===== config.mk =====
export PLATFORM = sky130hd
export DESIGN_NAME = hd44780_multi_phy
export DESIGN_NICKNAME = d
export VERILOG_FILES = /design/src/rtl/hd44780_multi_phy.sv
export SDC_FILE = /design/constraint.sdc
export NUM_CORES = 1
export LEC_CHECK = 0
export CAP_MARGIN = 20
export CORE_MARGIN = 1.5
export CORE_UTILIZATION = 45
export DETAILED_ROUTE_END_ITERATION = 8
export GPL_TIMING_DRIVEN = 0
export PLACE_DENSITY = 0.75
export SLEW_MARGIN = 5
export SYNTH_ARGS = -nofsm -noshare
export SYNTH_HDL_FRONTEND = slang
export SYNTH_SLANG_ARGS = --single-unit

===== constraint.sdc =====
create_clock -name clk_i -period 9.1 [get_ports clk_i]
set_clock_uncertainty 0.1 [all_clocks]
set_input_delay 1.82 -clock clk_i [delete_from_list [all_inputs] [get_ports clk_i]]
set_output_delay 1.82 -clock clk_i [all_outputs]
set_load 0.05 [all_outputs]

===== src/rtl/hd44780_multi_phy.sv =====
// HD44780 LCD PHY: queues {RS,RWB,D} instructions in a FIFO and plays them out as timed bus cycles.
// Latency: one pop cycle, then 3 prescaled phases per transfer; instr_ready_o drops while the FIFO is full.

module hd44780_fifo #(
    parameter int WIDTH = 8,
    parameter int DEPTH = 4
) (
    input  logic                   clk_i,
    input  logic                   rst_i,
    input  logic                   flush_i,
    input  logic                   push_i,
    input  logic [WIDTH-1:0]       wdat_i,
    input  logic                   pop_i,
    output logic [WIDTH-1:0]       rdat_o,
    output logic                   full_o,
    output logic                   empty_o,
    output logic [$clog2(DEPTH):0] level_o
);
    localparam int AW = $clog2(DEPTH);

    logic [WIDTH-1:0] mem_q [DEPTH];
    logic [WIDTH-1:0] mem_d [DEPTH];
    logic [AW-1:0]    wr_ptr_q, wr_ptr_d;
    logic [AW-1:0]    rd_ptr_q, rd_ptr_d;
    logic [AW:0]      level_q, level_d;
    logic             do_push, do_pop;

    assign full_o  = (level_q == (AW+1)'(DEPTH));
    assign empty_o = (level_q == '0);
    assign level_o = level_q;
    assign rdat_o  = mem_q[rd_ptr_q];

    always_comb begin
        do_push  = push_i && !full_o && !flush_i;
        do_pop   = pop_i && !empty_o && !flush_i;
        mem_d    = mem_q;
        wr_ptr_d = wr_ptr_q;
        rd_ptr_d = rd_ptr_q;
        level_d  = level_q;
        if (flush_i) begin
            wr_ptr_d = '0;
            rd_ptr_d = '0;
            level_d  = '0;
        end else begin
            if (do_push) begin
                mem_d[wr_ptr_q] = wdat_i;
                wr_ptr_d        = wr_ptr_q + AW'(1);
            end
            if (do_pop) begin
                rd_ptr_d = rd_ptr_q + AW'(1);
            end
            case ({do_push, do_pop})
                2'b10:   level_d = level_q + (AW+1)'(1);
                2'b01:   level_d = level_q - (AW+1)'(1);
                default: level_d = level_q;
            endcase
        end
    end

    always_ff @(posedge clk_i or posedge rst_i) begin
        if (rst_i) begin
            for (int i = 0; i < DEPTH; i++) begin
                mem_q[i] <= '0;
            end
            wr_ptr_q <= '0;
            rd_ptr_q <= '0;
            level_q  <= '0;
        end else begin
            mem_q    <= mem_d;
            wr_ptr_q <= wr_ptr_d;
            rd_ptr_q <= rd_ptr_d;
            level_q  <= level_d;
        end
    end
endmodule

module hd44780_multi_phy #(
    parameter int BUS_WIDTH       = 8,
    parameter int FIFO_DEPTH      = 4,
    parameter int NUM_E           = 1,
    parameter int PRESCALER_WIDTH = 16,
    parameter int POLL_MAX        = 1023
) (
    input  logic                         clk_i,
    input  logic                         rst_i,
    input  logic [9:0]                   instr_i,
    input  logic [NUM_E-1:0]             instr_esel_i,
    input  logic                         instr_valid_i,
    output logic                         instr_ready_o,
    input  logic [PRESCALER_WIDTH-1:0]   prescaler_i,
    input  logic                         enable_i,
    input  logic                         poll_en_i,
    input  logic                         flush_i,
    output logic [7:0]                   rdata_o,
    output logic                         rdata_valid_o,
    output logic                         busy_o,
    output logic [$clog2(FIFO_DEPTH):0]  fifo_level_o,
    output logic                         ovf_o,
    output logic                         err_o,
    input  logic [BUS_WIDTH-1:0]         data_in_i,
    output logic [BUS_WIDTH-1:0]         data_out_o,
    output logic                         data_oe_o,
    output logic                         rs_o,
    output logic                         rwb_o,
    output logic [NUM_E-1:0]             e_o
);
    localparam int PW  = PRESCALER_WIDTH;
    localparam int PCW = $clog2(POLL_MAX + 1);

    typedef struct packed {
        logic             rs;
        logic             rwb;
        logic [7:0]       dat;
        logic [NUM_E-1:0] esel;
    } instr_t;

    typedef enum logic [1:0] {IDLE, SETUP, EHIGH, HOLD} state_t;

    state_t           state_q, state_d;
    instr_t           cur_q, cur_d;
    instr_t           fifo_head, fifo_wdat;
    logic [PW-1:0]    presc_q, presc_d;
    logic [PW-1:0]    cnt_q, cnt_d;
    logic             nib_q, nib_d;
    logic             polling_q, polling_d;
    logic             pollen_q, pollen_d;
    logic [PCW-1:0]   poll_cnt_q, poll_cnt_d;
    logic [7:0]       rbuf_q, rbuf_d;
    logic [7:0]       rdata_q, rdata_d;
    logic             rdata_valid_q, rdata_valid_d;
    logic             ovf_q, ovf_d;
    logic             err_q, err_d;

    logic             fifo_full, fifo_empty, pop;
    logic             active, phase_done, last_nib, err_set;
    logic             rs_act, rwb_act;
    logic [3:0]       nibble;
    logic [7:0]       din8, dout8;
    logic [NUM_E-1:0] emask;

    assign fifo_wdat = {instr_i, instr_esel_i};
    assign pop       = (state_q == IDLE) && enable_i && !fifo_empty && !flush_i;

    hd44780_fifo #(
        .WIDTH ($bits(instr_t)),
        .DEPTH (FIFO_DEPTH)
    ) u_fifo (
        .clk_i   (clk_i),
        .rst_i   (rst_i),
        .flush_i (flush_i),
        .push_i  (instr_valid_i),
        .wdat_i  (fifo_wdat),
        .pop_i   (pop),
        .rdat_o  (fifo_head),
        .full_o  (fifo_full),
        .empty_o (fifo_empty),
        .level_o (fifo_level_o)
    );

    // Busy-flag polls reuse the instruction's esel but are always RS=0 reads.
    assign active     = (state_q != IDLE);
    assign rwb_act    = polling_q | cur_q.rwb;
    assign rs_act     = !polling_q & cur_q.rs;
    assign phase_done = (cnt_q == presc_q - PW'(1));
    assign last_nib   = (BUS_WIDTH == 8) || nib_q;
    assign nibble     = nib_q ? cur_q.dat[3:0] : cur_q.dat[7:4];
    assign emask      = rwb_act ? (cur_q.esel & (~cur_q.esel + NUM_E'(1))) : cur_q.esel;

    always_comb begin
        din8                 = '0;
        din8[BUS_WIDTH-1:0]  = data_in_i;
        dout8                = '0;
        if (active && !rwb_act) begin
            dout8 = (BUS_WIDTH == 8) ? cur_q.dat : {4'h0, nibble};
        end
    end

    always_comb begin
        state_d       = state_q;
        cur_d         = cur_q;
        presc_d       = presc_q;
        cnt_d         = cnt_q;
        nib_d         = nib_q;
        polling_d     = polling_q;
        pollen_d      = pollen_q;
        poll_cnt_d    = poll_cnt_q;
        rbuf_d        = rbuf_q;
        rdata_d       = rdata_q;
        rdata_valid_d = 1'b0;
        err_set       = 1'b0;
        ovf_d         = instr_valid_i && fifo_full && !flush_i;

        if (active) begin
            cnt_d = phase_done ? '0 : cnt_q + PW'(1);
        end

        case (state_q)
            IDLE: begin
                if (pop) begin
                    cur_d      = fifo_head;
                    presc_d    = (prescaler_i == '0) ? PW'(1) : prescaler_i;
                    cnt_d      = '0;
                    nib_d      = 1'b0;
                    polling_d  = 1'b0;
                    poll_cnt_d = '0;
                    pollen_d   = poll_en_i && !fifo_head.rwb;
                    state_d    = SETUP;
                end
            end
            SETUP: begin
                if (phase_done) state_d = EHIGH;
            end
            EHIGH: begin
                if (phase_done) begin
                    state_d = HOLD;
                    if (rwb_act) begin
                        if (BUS_WIDTH == 8)  rbuf_d      = din8;
                        else if (!nib_q)     rbuf_d[7:4] = din8[3:0];
                        else                 rbuf_d[3:0] = din8[3:0];
                    end
                end
            end
            HOLD: begin
                if (phase_done) begin
                    if (!last_nib) begin
                        nib_d   = 1'b1;
                        state_d = SETUP;
                    end else begin
                        nib_d = 1'b0;
                        if (polling_q) begin
                            if (!rbuf_q[7]) begin
                                polling_d = 1'b0;
                                state_d   = IDLE;
                            end else if (poll_cnt_q == PCW'(POLL_MAX - 1)) begin
                                polling_d = 1'b0;
                                err_set   = 1'b1;
                                state_d   = IDLE;
                            end else begin
                                poll_cnt_d = poll_cnt_q + PCW'(1);
                                state_d    = SETUP;
                            end
                        end else if (cur_q.rwb) begin
                            rdata_d       = rbuf_q;
                            rdata_valid_d = 1'b1;
                            state_d       = IDLE;
                        end else if (pollen_q) begin
                            polling_d  = 1'b1;
                            poll_cnt_d = '0;
                            state_d    = SETUP;
                        end else begin
                            state_d = IDLE;
                        end
                    end
                end
            end
            default: state_d = IDLE;
        endcase

        err_d = flush_i ? 1'b0 : (err_q | err_set);
    end

    always_ff @(posedge clk_i or posedge rst_i) begin
        if (rst_i) begin
            state_q       <= IDLE;
            cur_q         <= '0;
            presc_q       <= '0;
            cnt_q         <= '0;
            nib_q         <= 1'b0;
            polling_q     <= 1'b0;
            pollen_q      <= 1'b0;
            poll_cnt_q    <= '0;
            rbuf_q        <= '0;
            rdata_q       <= '0;
            rdata_valid_q <= 1'b0;
            ovf_q         <= 1'b0;
            err_q         <= 1'b0;
        end else begin
            state_q       <= state_d;
            cur_q         <= cur_d;
            presc_q       <= presc_d;
            cnt_q         <= cnt_d;
            nib_q         <= nib_d;
            polling_q     <= polling_d;
            pollen_q      <= pollen_d;
            poll_cnt_q    <= poll_cnt_d;
            rbuf_q        <= rbuf_d;
            rdata_q       <= rdata_d;
            rdata_valid_q <= rdata_valid_d;
            ovf_q         <= ovf_d;
            err_q         <= err_d;
        end
    end

    assign instr_ready_o = !fifo_full;
    assign busy_o        = active;
    assign rs_o          = active && rs_act;
    assign rwb_o         = active && rwb_act;
    assign data_oe_o     = active && !rwb_act;
    assign data_out_o    = dout8[BUS_WIDTH-1:0];
    assign e_o           = (state_q == EHIGH) ? emask : '0;
    assign rdata_o       = rdata_q;
    assign rdata_valid_o = rdata_valid_q;
    assign ovf_o         = ovf_q;
    assign err_o         = err_q;
endmodule

# After elaboration in Yosys (flattened, before gate mapping)

Index checks and enable logic that the tools add are counted.

Flip-flop bits (word level): 127
Input port bits: 41
Word-level logic and storage cells: 149
Output and inout port bits: 28

Order comparisons: 3
Mux-type cells: 56
$add $sub $neg: 8
Bitwise operators: 9
Equality and inequality tests: 16
Reductions and logical operators: 35

Operators by type and width:

| cell                                                                  | number |
|---|---|
| 16-bit 2-to-1 mux                                                     | 5 |
| 10-bit 2-to-1 mux                                                     | 7 |
| 44-bit bitwise mux                                                    | 1 |
| 11-bit 2-to-1 mux                                                     | 3 |
| 1-bit 2-to-1 mux                                                      | 23 |
| 11-bit binary-select mux with 2-bit select                            | 1 |
| 11-bit demux with 2-bit select                                        | 1 |
| 10-bit case mux with 2 select lines                                   | 1 |
| 2-bit 2-to-1 mux                                                      | 9 |
| 16-bit by 1-bit adder with 16-bit output (second input constant)      | 1 |
| 16-bit == test                                                        | 1 |
| 16-bit logical NOT                                                    | 1 |
| 16-bit by 1-bit subtractor with 16-bit output (second input constant) | 1 |
| 1-bit logical AND                                                     | 14 |
| 3-bit != test (second input constant)                                 | 4 |
| 10-bit by 1-bit adder with 10-bit output (second input constant)      | 1 |
| 10-bit == test (second input constant)                                | 1 |
| 8-bit 2-to-1 mux                                                      | 1 |
| 2-bit case mux with 4 select lines                                    | 1 |
| 4-bit AND reduction                                                   | 2 |
| 2-bit nonzero test                                                    | 4 |
| 7-bit AND reduction                                                   | 1 |
| 2-bit == test (second input constant)                                 | 3 |
| 3-bit >= comparator (second input constant)                           | 2 |
| other kinds (22)                                                      | 38 |

# Logic depth before layout (Yosys ltp)

Word-level depth: 9
Gate-level depth with buffers: 12
Mapped depth without buffers: 11

# Modules after synthesis

A second synthesis with hierarchy kept.

Cells, all modules: 594
Area total of the unflattened synthesis: 7033.0 um^2

Modules (own cells, without submodules):

| module            | times used | area an instance (um^2) | cells each | sequential area each (um^2) |
|---|---|---|---|---|
| hd44780_multi_phy | 1          | 4281.6                  | 418        | 1901.8 |
| hd44780_fifo      | 1          | 2751.4                  | 176        | 1276.2 |

# Worst setup path after synthesis

No wires, ideal clock.

Path type: register to output
Start point: register state_q[0]
End point: output data_out_o[0]
Slack: 4.480 ns
Buffers on the path: 1
Data required time: 7.180 ns
Arrival time: 2.700 ns
Stages on the path, launching flop included: 6
Path through: dfrtp_1 > inv_1 > ha_1 > clkbuf_1 > nor3_1 > and2_1

Longest elaborated chain between the ends: 3

RTL lines:

| item                   | line | source |
|---|---|---|
| start, declared        | 119  | `state_t state_q, state_d;` |
| start signal, assigned | 278  | `state_q <= state_d;` |
| 2-bit nonzero test     | 161  | `assign active = (state_q != IDLE);` |
| 1-bit logical AND      | n/a  |  |
| named net data_oe_o    | 102  | `output logic data_oe_o,` |
| 8-bit 2-to-1 mux       | 173  | `if (active && !rwb_act) begin` |
| end, declared          | 101  | `output logic [BUS_WIDTH-1:0] data_out_o,` |

The timed path passes the listed nets, and every way through them passes these cells.

# Worst setup path in the final report

Start point: register state_q[0]
End point: output data_out_o[0]

Longest elaborated chain between the ends: 3

RTL lines:

| item               | line |
|---|---|
| 2-bit nonzero test | 161 |
| 1-bit logical AND  | 173 |
| 8-bit 2-to-1 mux   | 173 |

No other way between the ends.

==> metrics <==
status complete, no violations; Synth Cell Area 6460 um^2; total global-route track usage 20.69%; data arrival time of the critical path 3110 ps; launching point of the worst reg2reg path presc_q[0]$_DFFE_PP0P_; net count after synthesis 653; slew at the pin closest to its max-slew limit 820.6 ps; global-route wire length before repair 23780 um; Post-Syn Instances 599; P_sw 0.0009254 W; max capacitance violation total 0; Most used DFF post-synth sky130_fd_sc_hd__dfrtp_1; number of buffers added to fix hold violations after cts 0; Bufs on Longest Clock Path 2; sum of negative setup slack 0 ps; Async S/R FF share, synth 100.0%; combinational share of power 37.2%; number of cells after detailed placement 848; count of unresolved DRC violations after routing 0; cell at the root of the clock tree sky130_fd_sc_hd__clkbuf_16; starting utilization of the core area 46.36%; end of the worst register-to-register path poll_cnt_q[4]$_DFFE_PP0P_; nature of the critical path endpoint output port; total setup buffers inserted after CTS 0; reg2reg path depth 10; Req. time, crit path 7180 ps; worst hold path endpoint cur_q[3]$_DFFE_PP0P_; total area of multi-input combinational cells 3113 um^2; highest ir drop seen on vdd 0.1816 mV; share of total power in the clock network 26.1%; final net count 742; placement row count 43; CTS tree built; #FFs+latches synth 127; beginning of the critical path state_q[0]$_DFFE_PP0P_; clock transition at the registers of the reported paths 60 ps; area of the die 15080 um^2; Final Total Pwr 0.002439 W; setup violators final 0; Layout fillers 1148; clock period minus final worst setup slack 5026 ps; static power due to leakage 3.522 nW; final-layout worst hold slack 366.8 ps; number of top-level pins 69; Pins Over Slew Limit 0; Gates resized, CTS repair 0; path type of the worst min-delay path flip-flop to flip-flop; Netlist cell types 58; proportion of total power due to net switching 37.94%; RSZ-0062 raised after global routing no; syn avg cell area 10.78 um^2; sequential cell area 3178 um^2; number of port buffers 68; clock latency at the later pin of the worst-skew pair 420 ps; Hold Crit Start cur_q[3]$_DFFE_PP0P_; DR iter-0 viols 275; vertical extent of the die 122.8 um; Detailed Route WL 14790 um; internal power 0.001513 W; type of origin of the critical path flip-flop; worst-case register-to-register setup slack 5290 ps; proportion of layout cells with a drive suffix above 1 15.98%; number of hold violations in the final report 0; Die Wd 122.8 um; Power Dens Cells 306.3 nW/um^2; sum of net half-perimeters after detailed placement 10490 um; number of global-route vias before repair 4959; Ys Warns 0; global-route congestion overflow total 0; commonest cells after routing, fill and taps aside sky130_fd_sc_hd__dfrtp_1, sky130_fd_sc_hd__nand2_1, sky130_fd_sc_hd__clkdlybuf4s50_1; ANT nets after route 0; initial antenna violation count 0; register area share after synthesis 49.20%; post-route insts no fill 881; remaining max-slew budget at the tightest pin 44.87%; number of search-and-repair iterations in the first detailed-routing pass 5; critical path peak fanout 9; maximum number of pins on one net before global-route repair 99; Via density 5.615; upper clock frequency limit 199.0 MHz; ANT cells 0; Sinks on Clock Net 127; hold-critical path depth 2; number of enable flip-flop cells after synthesis 0; sequential share of power 36.7%; commonest non-fill, non-tap cell in the layout sky130_fd_sc_hd__dfrtp_1; final weighted congestion in routability-driven placement 0.8957; Setup Crit Path Kind flip-flop to output port; P&R area growth vs syn 23.26%; average wire length per cell after detail routing 16.79 um; # H-tree levels 4; clock buffers created by TritonCTS 17; routed via count 4947; Core Region 13930 um^2; part of the cycle the worst path needs 55.23%
-- worst max-delay path: stages, from the launching register on --
cell	delay, ps
sky130_fd_sc_hd__dfrtp_1	400
sky130_fd_sc_hd__inv_1	100
sky130_fd_sc_hd__ha_1	210
sky130_fd_sc_hd__clkbuf_1	200
sky130_fd_sc_hd__nor3_1	670
sky130_fd_sc_hd__and2_1	290
sky130_fd_sc_hd__clkdlybuf4s50_1	820
-- routing by layer --
layer,wire length [um],global-route usage [%],vias up,share of wire (%)
li1,-,-,2314,-
met1,6324,25.18,2494,43
met2,7540,34.72,101,51
met3,541,5.437,38,3.7
met4,381,8.794,0,2.6
met5,0,0,-,0
-- registers in the layout (all words and copies together) (netlist names) --
name / flops
u_fifo.wr_ptr_q: 2
polling_q: 1
presc_q: 16
pollen_q: 1
err_o: 1
poll_cnt_q: 10
rdata_o: 8
u_fifo.level_o: 3
rbuf_q: 8
cur_q: 11
u_fifo.mem_q: 44
state_q: 2
cnt_q: 16
rdata_valid_o: 1
u_fifo.rd_ptr_q: 2
ovf_o: 1
-- synth_stat cells (all sizes together), types with 6 or more instances --
| master | count | area (um^2) |
|---|---|---|
| xor2 | 9 | 78.83 |
| nand3 | 14 | 70.07 |
| clkbuf | 25 | 93.84 |
| nor4 | 9 | 62.56 |
| or4 | 6 | 52.55 |
| nor3 | 16 | 80.08 |
| nand2 | 108 | 410.4 |
| ha | 12 | 150.1 |
| o21ai | 14 | 70.06 |
| inv | 15 | 56.30 |
| a22o | 9 | 78.83 |
| nand2b | 12 | 75.07 |
| and2 | 14 | 87.58 |
| dfrtp | 127 | 3178 |
| xnor2 | 14 | 122.6 |
| and3 | 12 | 75.07 |
| a21oi | 18 | 90.09 |
| a31oi | 15 | 93.84 |
| nor2 | 19 | 71.32 |
| mux4 | 11 | 247.7 |
| mux2 | 63 | 709.4 |
-- power by group through the flow --
stage	Clock [W]	Combinational [W]	Sequential, W
global route	0.000670	0.000991	0.000918
finish	0.000636	0.000907	0.000896
floorplan	0	0.000684	0.000859
CTS	0.000646	0.000908	0.000891
global placement	0	0.000865	0.000887
detailed placement	0	0.000898	0.000900
-- metrics by stage --
step / cell area (um^2) / util [%] / setup slack (ps)
2_1_floorplan: 6460 / - / 3796
3_3_place_gp: 7366 / 52.86 / 2240
3_5_place_dp: 7398 / 53.09 / 4198
4_1_cts: 7958 / 57.11 / 4051
5_1_grt: 7963 / 57.14 / 3924
6_report: 7963 / 57.14 / 4074
-- area by class of cell --
class                           instances  share of cell area [%]
Clock buffer                           20                   5.610
Inverter                               15                  0.7700
Clock inverter                         12                   1.414
Tap cell                              180                   2.828
Multi-Input combinational cell        429                   39.09
Timing Repair Buffer                   70                   8.957
Sequential cell                       127                   39.91
Buffer                                 28                   1.414
-- kinds of logic (layout without fill, tap and decap cells) --
family	count (synthesis)	count (layout)	share of synthesized area, %
buf+inv	43	145	2.615
xor+xnor	23	23	3.118
flops	127	127	49.20
fa+ha+maj	13	13	2.634
simple gates	231	231	17.94
mux	75	75	14.97
compound gates	87	87	9.530
-- worst max path at each step --
stage	cells after the start	endpoint
after floorplan	1	cnt_q[0]$_DFF_PP0_
after global placement	2	presc_q[11]$_DFFE_PP0P_
after detailed placement	6	poll_cnt_q[4]$_DFFE_PP0P_
after CTS	6	data_out_o[0]
after global routing	6	data_out_o[0]
final	6	data_out_o[0]
Note: power is estimated with default switching activity, not from simulation.
